`config.mk`:
```
export PLATFORM = sky130hd
export DESIGN_NAME = load_align_unit
export DESIGN_NICKNAME = d
export VERILOG_FILES = /design/src/rtl/load_pkg.sv /design/src/rtl/load_extend.sv /design/src/rtl/load_align_unit.sv
export SDC_FILE = /design/constraint.sdc
export NUM_CORES = 1
export LEC_CHECK = 0
export ABC_AREA = 1
export CORE_ASPECT_RATIO = 1.75
export CORE_MARGIN = 2
export CORE_UTILIZATION = 53
export CTS_CLUSTER_DIAMETER = 30
export CTS_CLUSTER_SIZE = 25
export DETAILED_ROUTE_END_ITERATION = 8
export HOLD_SLACK_MARGIN = 0.03
export PLACE_DENSITY = 0.82
export SYNTH_ARGS = -nofsm -noshare
export SYNTH_HDL_FRONTEND = slang
export SYNTH_SLANG_ARGS = --single-unit
```
`constraint.sdc`:
```
create_clock -name clk -period 2 [get_ports clk]
set_input_delay 0.5 -clock clk [delete_from_list [all_inputs] [get_ports clk]]
set_output_delay 0.5 -clock clk [all_outputs]
set_load 0.05 [all_outputs]
```
`src/rtl/load_pkg.sv`:
```
// Shared definitions for the load alignment unit: RV32 load encodings,
// controller states and the word-crossing rule.
package load_pkg;

  localparam logic [2:0] F3_LB  = 3'b000;
  localparam logic [2:0] F3_LH  = 3'b001;
  localparam logic [2:0] F3_LW  = 3'b010;
  localparam logic [2:0] F3_LBU = 3'b100;
  localparam logic [2:0] F3_LHU = 3'b101;

  typedef enum logic [2:0] {
    IDLE  = 3'd0,
    RD_LO = 3'd1,
    RD_HI = 3'd2,
    LAST  = 3'd3,
    RESP  = 3'd4
  } state_t;

  function automatic logic is_legal(input logic [2:0] funct3);
    case (funct3)
      F3_LB, F3_LH, F3_LW, F3_LBU, F3_LHU: is_legal = 1'b1;
      default:                             is_legal = 1'b0;
    endcase
  endfunction

  // A load crosses when its last byte falls into the next word.
  function automatic logic crosses(input logic [2:0] funct3, input logic [1:0] offset);
    case (funct3)
      F3_LH, F3_LHU: crosses = (offset == 2'b11);
      F3_LW:         crosses = (offset != 2'b00);
      default:       crosses = 1'b0;
    endcase
  endfunction

endpackage

```
`src/rtl/load_extend.sv`:
```
// Byte selection and zero/sign extension of a load result taken from a
// little-endian window of up to seven bytes starting at the low word.
module load_extend
  import load_pkg::*;
(
  input  logic [55:0] dword,
  input  logic [1:0]  offset,
  input  logic [2:0]  funct3,
  output logic [31:0] data
);

  logic [31:0] sel_s;

  // Shift the addressed byte down to bit 0, then size and extend it.
  always_comb begin
    sel_s = dword[{1'b0, offset, 3'b000} +: 32];
    case (funct3)
      F3_LB:   data = {{24{sel_s[7]}}, sel_s[7:0]};
      F3_LH:   data = {{16{sel_s[15]}}, sel_s[15:0]};
      F3_LW:   data = sel_s;
      F3_LBU:  data = {24'h000000, sel_s[7:0]};
      F3_LHU:  data = {16'h0000, sel_s[15:0]};
      default: data = 32'h00000000;
    endcase
  end

endmodule

```
`src/rtl/load_align_unit.sv`:
```
// RV32 load alignment unit: turns a byte-addressed load into one or two
// word reads and returns the aligned, extended result with a valid/ready handshake.
module load_align_unit
  import load_pkg::*;
#(
  parameter int ADDR_W      = 32,
  parameter int DATA_W      = 32,
  parameter bit ALLOW_SPLIT = 1'b1
) (
  input  logic              clk,
  input  logic              rst_n,
  input  logic              req_valid,
  output logic              req_ready,
  input  logic [ADDR_W-1:0] req_addr,
  input  logic [2:0]        req_funct3,
  output logic              mem_rd_en,
  output logic [ADDR_W-1:0] mem_addr,
  input  logic [DATA_W-1:0] mem_rdata,
  output logic              resp_valid,
  input  logic              resp_ready,
  output logic [DATA_W-1:0] resp_data,
  output logic              resp_err
);

  state_t              state_r;
  logic                req_ready_r;
  logic                mem_rd_en_r;
  logic [ADDR_W-1:0]   mem_addr_r;
  logic                resp_valid_r;
  logic [DATA_W-1:0]   resp_data_r;
  logic                resp_err_r;
  logic [1:0]          offset_r;
  logic [2:0]          funct3_r;
  logic                split_r;
  logic [DATA_W-1:0]   lo_word_r;
  logic [55:0]         dword_s;
  logic [31:0]         ext_data_s;
  logic                cross_s;
  logic                reject_s;

  assign cross_s  = crosses(req_funct3, req_addr[1:0]);
  assign reject_s = !is_legal(req_funct3) || (cross_s && !ALLOW_SPLIT);

  // Only the low three bytes of the high word can ever be selected.
  assign dword_s = split_r ? {mem_rdata[23:0], lo_word_r} : {24'h000000, mem_rdata};

  load_extend u_extend (
    .dword  (dword_s),
    .offset (offset_r),
    .funct3 (funct3_r),
    .data   (ext_data_s)
  );

  // Controller with registered handshake, memory and response outputs.
  always_ff @(posedge clk or negedge rst_n) begin
    if (!rst_n) begin
      state_r      <= IDLE;
      req_ready_r  <= 1'b1;
      mem_rd_en_r  <= 1'b0;
      mem_addr_r   <= {ADDR_W{1'b0}};
      resp_valid_r <= 1'b0;
      resp_data_r  <= {DATA_W{1'b0}};
      resp_err_r   <= 1'b0;
      offset_r     <= 2'b00;
      funct3_r     <= 3'b000;
      split_r      <= 1'b0;
      lo_word_r    <= {DATA_W{1'b0}};
    end else begin
      case (state_r)
        IDLE: begin
          if (req_valid) begin
            offset_r    <= req_addr[1:0];
            funct3_r    <= req_funct3;
            req_ready_r <= 1'b0;
            if (reject_s) begin
              state_r      <= RESP;
              resp_valid_r <= 1'b1;
              resp_err_r   <= 1'b1;
              resp_data_r  <= {DATA_W{1'b0}};
              split_r      <= 1'b0;
            end else begin
              state_r     <= RD_LO;
              mem_rd_en_r <= 1'b1;
              mem_addr_r  <= {req_addr[ADDR_W-1:2], 2'b00};
              split_r     <= cross_s;
            end
          end
        end
        RD_LO: begin
          if (split_r) begin
            state_r    <= RD_HI;
            mem_addr_r <= mem_addr_r + {{(ADDR_W-3){1'b0}}, 3'b100};
          end else begin
            state_r     <= LAST;
            mem_rd_en_r <= 1'b0;
          end
        end
        RD_HI: begin
          lo_word_r   <= mem_rdata;
          mem_rd_en_r <= 1'b0;
          state_r     <= LAST;
        end
        LAST: begin
          resp_data_r  <= ext_data_s;
          resp_err_r   <= 1'b0;
          resp_valid_r <= 1'b1;
          state_r      <= RESP;
        end
        RESP: begin
          if (resp_ready) begin
            resp_valid_r <= 1'b0;
            req_ready_r  <= 1'b1;
            state_r      <= IDLE;
          end
        end
        default: begin
          state_r      <= IDLE;
          req_ready_r  <= 1'b1;
          mem_rd_en_r  <= 1'b0;
          resp_valid_r <= 1'b0;
        end
      endcase
    end
  end

  assign req_ready  = req_ready_r;
  assign mem_rd_en  = mem_rd_en_r;
  assign mem_addr   = mem_addr_r;
  assign resp_valid = resp_valid_r;
  assign resp_data  = resp_data_r;
  assign resp_err   = resp_err_r;

endmodule

```
After elaboration in Yosys (flattened, before gate mapping):

Index checks and enable logic that the tools add are counted.

* bits in latches: 0
* memories kept: 0
* RAM bits: 0
* bits in registers: 109
* bits of input ports: 71
* logic and storage cells: 82
* ROM bits: 0

* magnitude comparators: 0
* muxes and demuxes: 29
* shift-type cells: 1
* bitwise gates (word level): 3
* equal/unequal tests: 19
* div/mod/pow operators: 0
* add/sub/neg operators: 1
* $mul: 0
* reductions and logical operators: 18

Operator list (number)
* 32-bit 2-to-1 mux: 5
* 32-bit one-hot mux with 5 select lines: 1
* 32-bit one-hot mux with 2 select lines: 2
* 56-bit 2-to-1 mux: 1
* 56-bit by 6-bit variable part select with 32-bit output: 1
* 32-bit by 3-bit adder with 32-bit output, second input constant: 1
* 3-bit == test, second input constant: 5
* 3-bit one-hot mux with 5 select lines: 1
* 3-bit by 2-bit == test with 1-bit output, second input constant: 4
* 2-bit != test, second input constant: 6
* 4-bit AND reduction: 3
* 1-bit 2-to-1 mux: 11
* 3-bit by 1-bit == test with 1-bit output, second input constant: 3
* 3-bit zero test: 3
* 3-bit 2-to-1 mux: 3
* 1-bit one-hot mux with 3 select lines: 2
* 3-bit AND reduction: 2
* 2-bit nonzero test: 3
* 2-bit OR reduction: 3
* 5-bit OR reduction: 1
* 1-bit one-hot mux with 2 select lines: 2
* 1-bit one-hot mux with 4 select lines: 1
* 2-bit AND reduction: 2
* 1-bit NOT: 3
* 2 further kinds: 2

Longest topological paths before layout:

Gate-level depths: netlist of run 1.

* depth in word-level cells: 6
* mapped depth: 12
* depth with buffers taken out: 10

Cells and area by module:

From an unflattened synthesis of run 1, not the netlist that was laid out.

* cell total of the unflattened synthesis: 1111
* area total of the unflattened synthesis: 7193.1 sq um

By module, submodules not included
* load_align_unit: sequential area each 2678.8 sq um, area an instance 5774.3 sq um, cells an instance 798, times used 1
* load_extend: sequential area each 0.0 sq um, area an instance 1418.9 sq um, cells an instance 313, times used 1

Worst setup path after synthesis of run 1:

No wires, ideal clock.

* kind: register to register
* start point: register mem_addr_r[2], in the netlist mem_addr[2]
* end point: register mem_addr_r[16], in the netlist mem_addr[16]
* path slack: 0.091 ns
* setup time: 0.127 ns
* stages on the path, launching flop included: 9
* arrival time: 1.782 ns
* buffers on the path: 0
* data required time: 1.873 ns
* cell sequence: dfrtp_1 ha_1 nand3_1 nor2_1 nand3_1 nand2_1 nand3_1 nand3_1 o21ai_0

* longest elaborated chain between the ends: 3

RTL lines
* start, declared: line load_align_unit.sv:28 `logic [ADDR_W-1:0] mem_addr_r;`
* start signal, assigned: line load_align_unit.sv:60 `mem_addr_r <= {ADDR_W{1'b0}};`
* start signal, assigned: line load_align_unit.sv:84 `mem_addr_r <= {req_addr[ADDR_W-1:2], 2'b00};`
* start signal, assigned: line load_align_unit.sv:92 `mem_addr_r <= mem_addr_r + {{(ADDR_W-3){1'b0}}, 3'b100};`
* 32-bit by 3-bit adder with 32-bit output: line load_align_unit.sv:92
* 32-bit 2-to-1 mux: line load_align_unit.sv:90 `if (split_r) begin`
* 32-bit one-hot mux with 2 select lines: line load_align_unit.sv:69 `case (state_r)`

No other way between the ends. The select of a mux whose other input is x is not followed.
A chain may end at the register's enable or synchronous reset.

Final worst setup path of run 1:

* start point: input port req_funct3[0]
* end point: register mem_addr_r[11], in the netlist mem_addr[11]

* longest elaborated chain between the ends: 5
* elaborated cells between the ends (all ways): 9
* classes of those cells: eq/ne: 5; mux: 1; reduce/logical: 3

RTL lines
* start, declared: line load_align_unit.sv:15 `input logic [2:0] req_funct3,`
* 3-bit by 1-bit == test with 1-bit output, or another cell as far along: line load_pkg.sv:20 `case (funct3)`
* 5-bit OR reduction *: line load_pkg.sv:20
* 1-bit 2-to-1 mux *: line load_pkg.sv:20
* 2-bit != test (no line) *
* 4-bit AND reduction (no line) *

Mark *: on every way between the ends. The rest lies on a longest branch, timed or not.

==> impl_table.tex, run 1 <==
\begin{tabular}{lr}
\hline
Metric & Value \\
\hline
\multicolumn{2}{l}{\textbf{Clock tree}} \\
Number of H-tree branching levels & 3 \\
Clock transition time at the flip-flop clock pins of the worst setup and hold paths & around 0.07 ns \\
Clock latency on the worst-skew pair & 0.36 ns \\
Buffer depth of the longest clock path & 2 \\
Post-CTS setup repair buffer count & 0 \\
Number of sinks on the clock net & 107 \\
CTS tree & built \\
CTS root buf & sky130\_fd\_sc\_hd\_\_clkbuf\_16 \\
Clock buffers created by TritonCTS & 9 \\
\multicolumn{2}{l}{\textbf{Timing}} \\
Worst-case hold slack & 0.473 ns \\
Pin slew with the least headroom to its limit & approximately 0.64 ns \\
Setup Skew & 0.00746 ns \\
Setup TNS Final & 0 ns \\
Worst slew margin relative to its limit & between 50 and 60\% \\
Fmax & 548 MHz \\
Post-layout minimum cycle time & $\sim$1.8 ns \\
Max-slew violation total from the final report & 0 \\
Total of endpoints with negative setup slack in the final report & 0 \\
RSZ-0062 raised after global routing & no \\
Final Hold Viols & 0 \\
Share of the cycle needed by the critical path after routing & 91.2\% \\
\multicolumn{2}{l}{\textbf{Hold path}} \\
Worst hold-check path type & reg -> reg \\
\multicolumn{2}{l}{\textbf{Floorplanning}} \\
Area of the placeable core & 12800 µm² \\
Top-level I/O count & 139 \\
Width of the chip & between 80 and 90 µm \\
Initial core utilization & 53.5\% \\
Row cnt & 55 \\
Die Y-Extent & 154 µm \\
Total Die Area & 13900 µm² \\
\multicolumn{2}{l}{\textbf{Critical path}} \\
Kind of critical path & in -> reg \\
Critical Path Start Type & input pin \\
Setup crit end kind & flop \\
Crit path required time & 2.28 ns \\
Largest fanout of any net on the critical path & 14 \\
WP data arrival & 2.10 ns \\
\multicolumn{2}{l}{\textbf{Detailed routing}} \\
Overall routed net length & 22.2 mm \\
Drt first-iter violations & 471 \\
Drt pass-1 iters & 7 \\
Residual antenna-violating net count after detailed routing & 0 \\
Via count & 7562 \\
DR WL/cell & 16.1 µm \\
Average via count per standard cell & 5.46 \\
Number of remaining DRC errors & 0 \\
\multicolumn{2}{l}{\textbf{Yosys}} \\
Synth top cells by count & sky130\_fd\_sc\_hd\_\_nand2\_1, sky130\_fd\_sc\_hd\_\_nand3\_1, sky130\_fd\_sc\_hd\_\_dfrtp\_1, sky130\_fd\_sc\_hd\_\_nor2\_1, sky130\_fd\_sc\_hd\_\_inv\_1 \\
Post-synthesis instance total & 1068 \\
Post-synth cell types & 34 \\
Leading cell types by total area after synthesis & sky130\_fd\_sc\_hd\_\_dfrtp\_1, sky130\_fd\_sc\_hd\_\_nand2\_1, sky130\_fd\_sc\_hd\_\_nand3\_1 \\
Fraction of registers with async set or reset after synthesis & 100\% \\
Yosys warnings & 0 \\
Post-synth EDFFs & 0 \\
Average cell area after synthesis & 6.41 µm² \\
Proportion of synthesized chip area in sequential cells & between 30\% and 40\% \\
Top-area cell type share of the netlist area & 38.7\% \\
Largest area contributor in the netlist & sky130\_fd\_sc\_hd\_\_dfrtp\_1 \\
Flip-flop and latch count after synthesis & 107 \\
Ys flop type & sky130\_fd\_sc\_hd\_\_dfrtp\_1 \\
Library cell with the highest instance count after synthesis & sky130\_fd\_sc\_hd\_\_nand2\_1 \\
Cell area after synthesis & 6850 µm² \\
\multicolumn{2}{l}{\textbf{Finish}} \\
Post-layout net count & 1281 \\
Share of layout cells above drive strength 1 & 12.4\% \\
Fin area & 8740 µm² \\
Area growth syn-to-layout & 27.5\% \\
Number of antenna cells inserted & 0 \\
\multicolumn{2}{l}{\textbf{Placed design}} \\
Port Buf Inserts & 136 \\
Standard cell area after detailed placement & about 8500 µm² \\
Routability-driven placement congestion ratio & 1.05 \\
Detailed placement HPWL & 17.0 mm \\
\multicolumn{2}{l}{\textbf{Pwr}} \\
Static leakage power & 4.40 nW \\
Worst IR drop on VDD & a little under 1 mV \\
Total power per unit cell area & 1730 nW/µm² \\
\multicolumn{2}{l}{\textbf{Global route}} \\
Global Route Usage Sum & around 33\% \\
Via count of the first global-routing pass & 7385 \\
Initial antenna violation count & 0 \\
Global-route wire length before repair & 36.4 mm \\
Largest net degree at the start of global routing & 61 \\
Total grt overflow & 0 \\
\multicolumn{2}{l}{\textbf{Run status}} \\
Status & complete, no violations \\
\multicolumn{2}{l}{\textbf{Job}} \\
Count of maximum capacitance violations & 0 \\
\hline
\end{tabular}
-- through the flow --
stage               std cells  worst slack, ns  utilization [%]  power (W)
detailed placement       1368           -0.256             66.1     0.0134
floorplan                1069           0.0910                -     0.0104
global route             1385           0.0808             68.3     0.0163
finish                   1385            0.175             68.3     0.0151
CTS                      1385            0.109             68.2     0.0151
global placement         1368           -0.172             66.1     0.0132
-- cells by family (layout without fill, tap and decap cells) --
group	after synthesis	in the layout	synth area share, %
and+or+nand+nor	740	740	44.6
buffers and inverters	123	268	7.67
DFF	107	107	39.1
AOI/OAI and AO/OA	92	92	7.89
xor gates and xnor gates	4	4	0.512
adders and majority gates	1	1	0.183
other	1	2	0.0547
-- sequential cells by signal, indices dropped and copies added (netlist names), 2 cells and up --
name and cells:
funct3_r 3, lo_word_r 32, mem_addr 30, offset_r 2, resp_data 32, state_r 3
-- area by class of cell --
class | count | area [µm²]
Clock buffer | 14 | 254
Clock inverter | 2 | 13.8
Fill cell | 1242 | 4060
Inverter | 65 | 246
Multi-Input combinational cell | 839 | 3650
Sequential cell | 107 | 2680
Tap cell | 171 | 214
Timing Repair Buffer | 187 | 1680
-- layer usage --
layer	vias up	global-route usage, %	wire length [µm]
met5	-	0	0
met3	77	4.68	1220
met4	0	19.9	1420
li1	3699	-	-
met2	323	59.6	11600
met1	3463	35.9	8000
-- report_power, final --
part           internal [W]  switching, W
Sequential          0.00314      0.000899
Combinational       0.00305       0.00633
Clock              0.000885      0.000800
Total               0.00707       0.00803
-- final timing paths --
check	startpoint	end	slack, ns	cells past startpoint
min in group asynchronous	rst_n	mem_addr[3]	0.53	2
min reg2reg	lo_word_r[7]	lo_word_r[7]	0.47	2
max reg2reg	split_r	resp_data[2]	0.19	8
max	req_funct3[0]	mem_addr[11]	0.18	9
max in group asynchronous	rst_n	mem_addr[23]	0.94	3
min	lo_word_r[7]	lo_word_r[7]	0.47	2
-- critical path, cell delays in order --
cell and delay (ns):
sky130_fd_sc_hd__clkdlybuf4s50_1 0.45, sky130_fd_sc_hd__o21ai_1 0.22, sky130_fd_sc_hd__inv_1 0.08, sky130_fd_sc_hd__nand2_1 0.08, sky130_fd_sc_hd__nand2_1 0.06, sky130_fd_sc_hd__nor2_2 0.18
sky130_fd_sc_hd__buf_4 0.25, sky130_fd_sc_hd__o21ai_0 0.13, sky130_fd_sc_hd__o21ai_0 0.16
-- placed cells by master (no fill, tap or decap), drive strengths merged, types with 3 or more instances in the layout --
master	Yosys	final
nand2	463	463
nand3	181	181
buf	42	117
dfrtp	106	106
nor2	85	85
clkdlybuf4s50	0	69
inv	64	65
o21ai	52	52
o211ai	19	19
clkbuf	16	14
a21oi	8	8
o21a	7	7
or2	5	5
nand4	4	4
xnor2	3	3
-- timing repair --
| action | 4_1_cts | 5_1_grt |
|---|---|---|
| endpoints found under the setup margin | 0 | 1 |
| gates resized for setup | 0 | 3 |
| endpoints found under the hold margin | 9 | 0 |
| hold buffers | 1 | 0 |
(Power assumes the default switching activity.)
==> run 2, diff against run 1 <==
- HOLD_SLACK_MARGIN: 0.03 -> unset
==> results of run 2 <==
Final layout, timing and power as in run 1 (identical DEF).
